$ cat src/rtl/operand_fetch_stage_if.sv
`default_nettype none
// ============================================================================
// Module      : operand_fetch_stage_if
// Description : Bundle of the instruction-in, Regfile, writeback, and ID/EX
//               signals of the operand fetch stage. The master modport is
//               the surrounding pipeline; the slave modport is the stage.
// Revision    : 1.0  initial release
// ============================================================================
interface operand_fetch_stage_if #(
    parameter int WORD_SIZE   = 32,
    parameter int INDEX_WIDTH = 4,
    parameter int INST_WIDTH  = 32
);
    // Upstream instruction handshake
    logic                   inValid;
    logic                   inReady;
    logic [INST_WIDTH-1:0]  inInst;
    logic [WORD_SIZE-1:0]   inPC;

    // Regfile read ports
    logic [INDEX_WIDTH-1:0] regno1;
    logic [INDEX_WIDTH-1:0] regno2;
    logic [WORD_SIZE-1:0]   dataOut1;
    logic [WORD_SIZE-1:0]   dataOut2;

    // Writeback snoop
    logic                   wbEn;
    logic [INDEX_WIDTH-1:0] wbRegno;
    logic [WORD_SIZE-1:0]   wbData;

    // Pipeline control
    logic                   flush;

    // ID/EX register
    logic                   outValid;
    logic                   outReady;
    logic [3:0]             outOp;
    logic [INDEX_WIDTH-1:0] outRd;
    logic                   outWrites;
    logic [WORD_SIZE-1:0]   outA;
    logic [WORD_SIZE-1:0]   outB;
    logic [WORD_SIZE-1:0]   outImm;
    logic [WORD_SIZE-1:0]   outPC;
    logic [15:0]            stallCount;

    modport master (
        output inValid, inInst, inPC, dataOut1, dataOut2,
               wbEn, wbRegno, wbData, flush, outReady,
        input  inReady, regno1, regno2, outValid, outOp, outRd, outWrites,
               outA, outB, outImm, outPC, stallCount
    );

    modport slave (
        input  inValid, inInst, inPC, dataOut1, dataOut2,
               wbEn, wbRegno, wbData, flush, outReady,
        output inReady, regno1, regno2, outValid, outOp, outRd, outWrites,
               outA, outB, outImm, outPC, stallCount
    );
endinterface
`default_nettype wire

$ cat src/rtl/operand_fetch_stage.sv
`default_nettype none
// ============================================================================
// Module      : operand_fetch_stage
// Description : Decode / operand fetch stage. Drives the Regfile read
//               indices, tracks pending register writes in a scoreboard to
//               stall on RAW/WAW hazards, bypasses same-cycle writeback data
//               and issues into a valid/ready ID/EX output register.
// Revision    : 1.0  initial release
// ============================================================================
module operand_fetch_stage #(
    parameter int WORD_SIZE   = 32,
    parameter int INDEX_WIDTH = 4,
    parameter int INST_WIDTH  = 32
) (
    input  wire logic             clk,
    input  wire logic             reset,     // asynchronous, active low
    operand_fetch_stage_if.slave  bus
);
    // Field positions, MSB down: op[4] | rd | rs1 | rs2 | spare | imm[15:0]
    localparam int c_NUM_REGS = 1 << INDEX_WIDTH;
    localparam int c_OP_LSB   = INST_WIDTH - 4;
    localparam int c_RD_LSB   = c_OP_LSB - INDEX_WIDTH;
    localparam int c_RS1_LSB  = c_RD_LSB - INDEX_WIDTH;
    localparam int c_RS2_LSB  = c_RS1_LSB - INDEX_WIDTH;
    localparam int c_SPARE    = c_RS2_LSB - 16;

    // Decoded fields
    logic [3:0]             w_op;
    logic [INDEX_WIDTH-1:0] w_rd;
    logic [INDEX_WIDTH-1:0] w_rs1;
    logic [INDEX_WIDTH-1:0] w_rs2;
    logic [WORD_SIZE-1:0]   w_imm;
    logic                   w_writes;

    // Hazard / handshake
    logic                   w_wbHitRs1;
    logic                   w_wbHitRs2;
    logic                   w_wbHitRd;
    logic                   w_hazard;
    logic                   w_inReady;
    logic                   w_issue;
    logic [WORD_SIZE-1:0]   w_opA;
    logic [WORD_SIZE-1:0]   w_opB;
    logic [c_NUM_REGS-1:0]  w_pendingNext;

    // State
    logic [c_NUM_REGS-1:0]  r_pending;
    logic                   r_outValid;
    logic [3:0]             r_outOp;
    logic [INDEX_WIDTH-1:0] r_outRd;
    logic                   r_outWrites;
    logic [WORD_SIZE-1:0]   r_outA;
    logic [WORD_SIZE-1:0]   r_outB;
    logic [WORD_SIZE-1:0]   r_outImm;
    logic [WORD_SIZE-1:0]   r_outPC;
    logic [15:0]            r_stallCount;

    assign w_op     = bus.inInst[c_OP_LSB  +: 4];
    assign w_rd     = bus.inInst[c_RD_LSB  +: INDEX_WIDTH];
    assign w_rs1    = bus.inInst[c_RS1_LSB +: INDEX_WIDTH];
    assign w_rs2    = bus.inInst[c_RS2_LSB +: INDEX_WIDTH];
    assign w_imm    = {{(WORD_SIZE-16){bus.inInst[15]}}, bus.inInst[15:0]};
    assign w_writes = ~w_op[3];

    // Bits between rs2 and the immediate carry no meaning for this stage.
    generate
        if (c_SPARE > 0) begin : g_spare
            logic w_unusedSpare;
            assign w_unusedSpare = ^bus.inInst[c_RS2_LSB-1:16];
        end
    endgenerate

    // A writeback landing this cycle resolves the pending write it matches.
    assign w_wbHitRs1 = bus.wbEn && (bus.wbRegno == w_rs1);
    assign w_wbHitRs2 = bus.wbEn && (bus.wbRegno == w_rs2);
    assign w_wbHitRd  = bus.wbEn && (bus.wbRegno == w_rd);

    // rs2 is checked unconditionally; the decoder does not know which ops use it.
    assign w_hazard = (r_pending[w_rs1] && !w_wbHitRs1)
                   || (r_pending[w_rs2] && !w_wbHitRs2)
                   || (w_writes && r_pending[w_rd] && !w_wbHitRd);

    assign w_inReady = !bus.flush && !w_hazard && (!r_outValid || bus.outReady);
    assign w_issue   = bus.inValid && w_inReady;

    // The Regfile shows a write only from the next cycle, so forward it here.
    assign w_opA = w_wbHitRs1 ? bus.wbData : bus.dataOut1;
    assign w_opB = w_wbHitRs2 ? bus.wbData : bus.dataOut2;

    // Scoreboard next state: flush clears all, else a new pending write beats a same-index clear.
    always_comb begin
        w_pendingNext = r_pending;
        if (bus.flush) begin
            w_pendingNext = '0;
        end else begin
            if (bus.wbEn) begin
                w_pendingNext[bus.wbRegno] = 1'b0;
            end
            if (w_issue && w_writes) begin
                w_pendingNext[w_rd] = 1'b1;
            end
        end
    end

    // Pending-write scoreboard register.
    always_ff @(posedge clk or negedge reset) begin
        if (!reset) begin
            r_pending <= '0;
        end else begin
            r_pending <= w_pendingNext;
        end
    end

    // ID/EX register: load on issue, drain when consumed, hold while stalled.
    always_ff @(posedge clk or negedge reset) begin
        if (!reset) begin
            r_outValid  <= 1'b0;
            r_outOp     <= '0;
            r_outRd     <= '0;
            r_outWrites <= 1'b0;
            r_outA      <= '0;
            r_outB      <= '0;
            r_outImm    <= '0;
            r_outPC     <= '0;
        end else if (bus.flush) begin
            r_outValid  <= 1'b0;
        end else if (w_issue) begin
            r_outValid  <= 1'b1;
            r_outOp     <= w_op;
            r_outRd     <= w_rd;
            r_outWrites <= w_writes;
            r_outA      <= w_opA;
            r_outB      <= w_opB;
            r_outImm    <= w_imm;
            r_outPC     <= bus.inPC;
        end else if (bus.outReady) begin
            r_outValid  <= 1'b0;
        end
    end

    // Saturating count of cycles an offered instruction was held back.
    always_ff @(posedge clk or negedge reset) begin
        if (!reset) begin
            r_stallCount <= '0;
        end else if (bus.inValid && !w_inReady && !bus.flush
                     && (r_stallCount != 16'hFFFF)) begin
            r_stallCount <= r_stallCount + 16'd1;
        end
    end

    assign bus.inReady    = w_inReady;
    assign bus.regno1     = w_rs1;
    assign bus.regno2     = w_rs2;
    assign bus.outValid   = r_outValid;
    assign bus.outOp      = r_outOp;
    assign bus.outRd      = r_outRd;
    assign bus.outWrites  = r_outWrites;
    assign bus.outA       = r_outA;
    assign bus.outB       = r_outB;
    assign bus.outImm     = r_outImm;
    assign bus.outPC      = r_outPC;
    assign bus.stallCount = r_stallCount;
endmodule
`default_nettype wire
$ cat src/flat_wrapper.sv
// flat-port wrapper written by rule: the top's interface ports become plain ports
module operand_fetch_stage_flat 
#(
    parameter int WORD_SIZE   = 32,
    parameter int INDEX_WIDTH = 4,
    parameter int INST_WIDTH  = 32
)
  (clk, reset, bus_inValid, bus_inInst, bus_inPC, bus_dataOut1, bus_dataOut2, bus_wbEn, bus_wbRegno, bus_wbData, bus_flush, bus_outReady, bus_inReady, bus_regno1, bus_regno2, bus_outValid, bus_outOp, bus_outRd, bus_outWrites, bus_outA, bus_outB, bus_outImm, bus_outPC, bus_stallCount);
  operand_fetch_stage_if #(.WORD_SIZE(WORD_SIZE), .INDEX_WIDTH(INDEX_WIDTH), .INST_WIDTH(INST_WIDTH)) bus_i ();
  input  wire logic clk;
  input  wire logic reset;
  input wire logic [$bits(bus_i.inValid)-1:0] bus_inValid;
  input wire logic [$bits(bus_i.inInst)-1:0] bus_inInst;
  input wire logic [$bits(bus_i.inPC)-1:0] bus_inPC;
  input wire logic [$bits(bus_i.dataOut1)-1:0] bus_dataOut1;
  input wire logic [$bits(bus_i.dataOut2)-1:0] bus_dataOut2;
  input wire logic [$bits(bus_i.wbEn)-1:0] bus_wbEn;
  input wire logic [$bits(bus_i.wbRegno)-1:0] bus_wbRegno;
  input wire logic [$bits(bus_i.wbData)-1:0] bus_wbData;
  input wire logic [$bits(bus_i.flush)-1:0] bus_flush;
  input wire logic [$bits(bus_i.outReady)-1:0] bus_outReady;
  output wire logic [$bits(bus_i.inReady)-1:0] bus_inReady;
  output wire logic [$bits(bus_i.regno1)-1:0] bus_regno1;
  output wire logic [$bits(bus_i.regno2)-1:0] bus_regno2;
  output wire logic [$bits(bus_i.outValid)-1:0] bus_outValid;
  output wire logic [$bits(bus_i.outOp)-1:0] bus_outOp;
  output wire logic [$bits(bus_i.outRd)-1:0] bus_outRd;
  output wire logic [$bits(bus_i.outWrites)-1:0] bus_outWrites;
  output wire logic [$bits(bus_i.outA)-1:0] bus_outA;
  output wire logic [$bits(bus_i.outB)-1:0] bus_outB;
  output wire logic [$bits(bus_i.outImm)-1:0] bus_outImm;
  output wire logic [$bits(bus_i.outPC)-1:0] bus_outPC;
  output wire logic [$bits(bus_i.stallCount)-1:0] bus_stallCount;
  assign bus_i.inValid = bus_inValid;
  assign bus_i.inInst = bus_inInst;
  assign bus_i.inPC = bus_inPC;
  assign bus_i.dataOut1 = bus_dataOut1;
  assign bus_i.dataOut2 = bus_dataOut2;
  assign bus_i.wbEn = bus_wbEn;
  assign bus_i.wbRegno = bus_wbRegno;
  assign bus_i.wbData = bus_wbData;
  assign bus_i.flush = bus_flush;
  assign bus_i.outReady = bus_outReady;
  assign bus_inReady = bus_i.inReady;
  assign bus_regno1 = bus_i.regno1;
  assign bus_regno2 = bus_i.regno2;
  assign bus_outValid = bus_i.outValid;
  assign bus_outOp = bus_i.outOp;
  assign bus_outRd = bus_i.outRd;
  assign bus_outWrites = bus_i.outWrites;
  assign bus_outA = bus_i.outA;
  assign bus_outB = bus_i.outB;
  assign bus_outImm = bus_i.outImm;
  assign bus_outPC = bus_i.outPC;
  assign bus_stallCount = bus_i.stallCount;
  operand_fetch_stage #(.WORD_SIZE(WORD_SIZE), .INDEX_WIDTH(INDEX_WIDTH), .INST_WIDTH(INST_WIDTH)) u_core (.clk(clk), .reset(reset), .bus(bus_i));
endmodule
$ cat config.mk
export PLATFORM = sky130hd
export DESIGN_NAME = operand_fetch_stage_flat
export DESIGN_NICKNAME = d
export VERILOG_FILES = /design/src/rtl/operand_fetch_stage_if.sv /design/src/rtl/operand_fetch_stage.sv /design/src/flat_wrapper.sv
export SDC_FILE = /design/constraint.sdc
export NUM_CORES = 1
export LEC_CHECK = 0
export BUFFER_PORTS_ARGS = -buffer_cell sky130_fd_sc_hd__buf_2
export CORE_MARGIN = 2
export CORE_UTILIZATION = 48
export CTS_CLUSTER_DIAMETER = 60
export DETAILED_ROUTE_END_ITERATION = 12
export GPL_TIMING_DRIVEN = 0
export PLACE_DENSITY_LB_ADDON = 0.2
export SLEW_MARGIN = 15
export SYNTH_ARGS = -nofsm -noshare
export SYNTH_HDL_FRONTEND = slang
export SYNTH_SLANG_ARGS = --single-unit
$ cat constraint.sdc
create_clock -name clk -period 3.35 [get_ports clk]
set_clock_uncertainty 0.15 [all_clocks]
set_input_delay 0.1675 -clock clk [delete_from_list [all_inputs] [get_ports clk]]
set_output_delay 0.1675 -clock clk [all_outputs]
set_load 0.1 [all_outputs]
==> impl_metrics.ini <==
[outcome]
status = finished clean

[min_path]
hp-class = input port to flip-flop

[cells_and_area]
final_cells = 1385
final_nets = 1354
final_core_util_pct = 77.8
final_cell_area_sq_mm = 0.0118
drive_gt1_share_pct = 39.7
synthToLayoutAreaGrowth_pct = 58.3

[sta]
finalCriticalPeriod_ns = 3.18
fin_crit_sh_pct = 94.8
setup_violations = 0
worst_pin_slew_ns = 0.895
finalHoldViolCount = 0
rsz0062_at_grt = no
tns_ns = 0
slew_viol_final = 0
max_freq_ghz = 0.315
relSlewSlack_pct = 39.8

[synthesis]
synth.top_cell.area_share_pct = 51.6
synth_commonest_cells = dfrtp_1 (154), nor2_1 (76), mux2i_1 (73), a21oi_1 (67), mux2_2 (43)
synth_async_sr_flop_share_pct = 100
seq_area_frac_synth_pct = 51.6
synth_area_leaders = dfrtp_1 (52%), mux2i_1 (9.8%), mux2_2 (6.5%)
synth_edf_count = 0
ys_types = 46
synth_ff_type = dfrtp_1
syn_nets = 823
synth_seq_cells = 154
synth_top_area_cell = dfrtp_1
ys_warn_count = 0
synth_most_common_cell = dfrtp_1
syn_avg_cell_area_sq_um = 11.5
synthCells = 652
synth_area_sq_mm = 0.00747

[global_route]
grtUsageMet3_pct = 9.31
use_met1_pct = 38.7
grt-ovfl-total = 0
grt_pass1_vias = 8195
grt_start_max_net_pins = 81
use_met2_pct = 56.2
grt_pass1_wl_microns = 43100
grt_usage_pct = 33.8
grt.busiest_layer = met2
antenna_found_initial = 1

[route]
drt-vias-per-instance = 5.62
dr_total_vias = 7777
drt-initial-drc-count = 499
drt_wl_total_microns = 27700
firstDrtPassIters = 4
drt.antenna.violating_nets = 0
drc_errors = 0
routedWlPerCell_microns = 20.0

[worst_setup_path]
crit_slowest_cell = mux4_2
worstSetupEndpoint = bus_inReady
critPathArrivalTime_ns = 2.86
cp_num_cells = 8
cp-start-kind = flip-flop
worstPathCellList = mux4_2 -> and3_1 -> a21oi_1 -> a211oi_2 -> nor3_4 -> nand2_1 -> inv_2 -> buf_4
end_kind = primary output
r2r-start = u_core.r_pending[15]
worstSetupPathType = flip-flop to primary output
path_max_fanout = 10
cpPeakStageDelay_ns = 0.47
startpoint = u_core.r_pending[15]
required_ns = 3.03
r2r_setup_slack_ns = 0.25
cp_num_buf_inv = 2
cp_top_family = simple AND/OR/NAND/NOR gates
r2r_end = u_core.bus.outValid
r2r_cells = 10

[cts]
clockRootBuffer = clkbuf_16
clk_pin_slew_ns = 0.06
cts_made_buffers = 17
htree_num_levels = 4
cts_sinks = 154
worstSkewPairLatency_ns = 0.42
cts_tree = built
cts_buffer_depth = 2

[placed_design]
numPlacedInstances = 1166
dp_hpwl_microns = 16800
dpl-instance-area_sq_mm = 0.00937
portBuffers = 325
gp_congestion = 0.876

[flow_run]
max_cap_violations = 0

[floorplanning]
fp-row-count = 45
die_w_microns = 129
dieHeight_microns = 129
coreArea_sq_mm = 0.0152
ios = 333
start_util_pct = 49.2
die_area_sq_mm = 0.0166

[power]
ir_drop_uv = 890
power_leakage_nw = 5.79
powerDensity_mw_per_mm2 = 816
==> cells by family after synthesis <==
| kind of cell | synth area share [%] |
|---|---|
| compound gates | 9.01 |
| xor+xnor | 2.70 |
| fa+ha+maj | 0.167 |
| buf+inv | 5.57 |
| flops | 51.6 |
| mux | 20.9 |
| simple gates | 10.1 |
==> timing repair <==
item / 4_1_cts / 5_1_grt
gates resized for setup: 2 / 0
setup endpoints to repair: 1 / 3
hold buffers: 182 / 0
buffers inserted: 0 / 4
pin swaps: 0 / 2
endpoints found under the hold margin: 198 / 0
==> layer usage <==
layer	vias to the layer above	share of wire [%]
met4	0	5.7
li1	3385	-
met5	-	0
met3	135	7.9
met1	3767	37
met2	490	50
==> flip-flops by register name, indices dropped and copies added, names as in the netlist, 4 cells and up <==
name,flops
u_core.bus.outA,32
u_core.bus.outRd,4
u_core.bus.outOp,4
u_core.bus.stallCount,16
u_core.bus.outB,32
u_core.bus.outPC,32
u_core.r_pending,16
u_core.bus.outImm,16
==> final cells by class <==
| type | instances | area (sq um) |
|---|---|---|
| flip-flops and latches | 154 | 3850 |
| repair buffers | 512 | 3520 |
| fillers | 928 | 3370 |
| multi-input cells | 424 | 3210 |
| clock buffers | 21 | 450 |
| plain buffers | 64 | 379 |
| well taps | 188 | 235 |
| clock inverters | 11 | 145 |
| inverters | 10 | 37.5 |
| diodes | 1 | 2.50 |
==> cells in the final DEF, fill, tap and decap left out, types with 15 or more instances in the layout <==
cell type,n
mux2_1,15
dlygate4sd3_1,182
mux2_2,43
nand3_1,15
mux2i_1,73
a21oi_1,67
nor2_1,76
clkbuf_1,15
dfrtp_1,154
buf_4,35
xor2_1,18
buf_2,344
nand2_1,15
clkbuf_16,17
==> how the worst min path moves through the flow <==
stage / depth (start not counted) / slack (ns) / endpoint / start
global route: 3 / 0.03 / u_core.bus.outA[11] / bus_wbData[11]
CTS: 3 / 0.006 / u_core.bus.outA[11] / bus_wbData[11]
detailed placement: 1 / 0.03 / u_core.bus.outPC[13] / reset
finish: 3 / 0.01 / u_core.bus.outA[11] / bus_wbData[11]
floorplan: 0 / -0.28 / u_core.bus.outA[0] / reset
global placement: 2 / 0.22 / u_core.bus.outValid / bus_flush
==> where the power goes <==
group	internal [mW]	total (mW)	switching (mW)	leakage [nW]
combinational	0.928	5.15	4.22	3.69
clock	1.19	1.97	0.779	0.283
sequential	2.26	2.53	0.267	1.82
==> per-stage QoR <==
stage	hold WS, ns	setup WS, ns	total power [mW]
6_report	0.0110	0.174	9.65
5_1_grt	0.0282	0.0703	9.96
4_1_cts	0.00567	0.0427	9.55
3_5_place_dp	0.0337	-0.0601	7.41
3_3_place_gp	0.216	-0.380	7.36
2_1_floorplan	-0.278	0.389	6.55
==> worst register-to-register path: cells and delay by family (launching register included) <==
| family | cells | cell delay [ns] |
|---|---|---|
| buffers and inverters | 3 | 0.98 |
| AND/OR/NAND/NOR | 3 | 0.53 |
| AO/OA/AOI/OAI | 3 | 0.50 |
| flip-flops | 1 | 0.41 |
| multiplexers | 1 | 0.47 |
(Power assumes the default switching activity.)
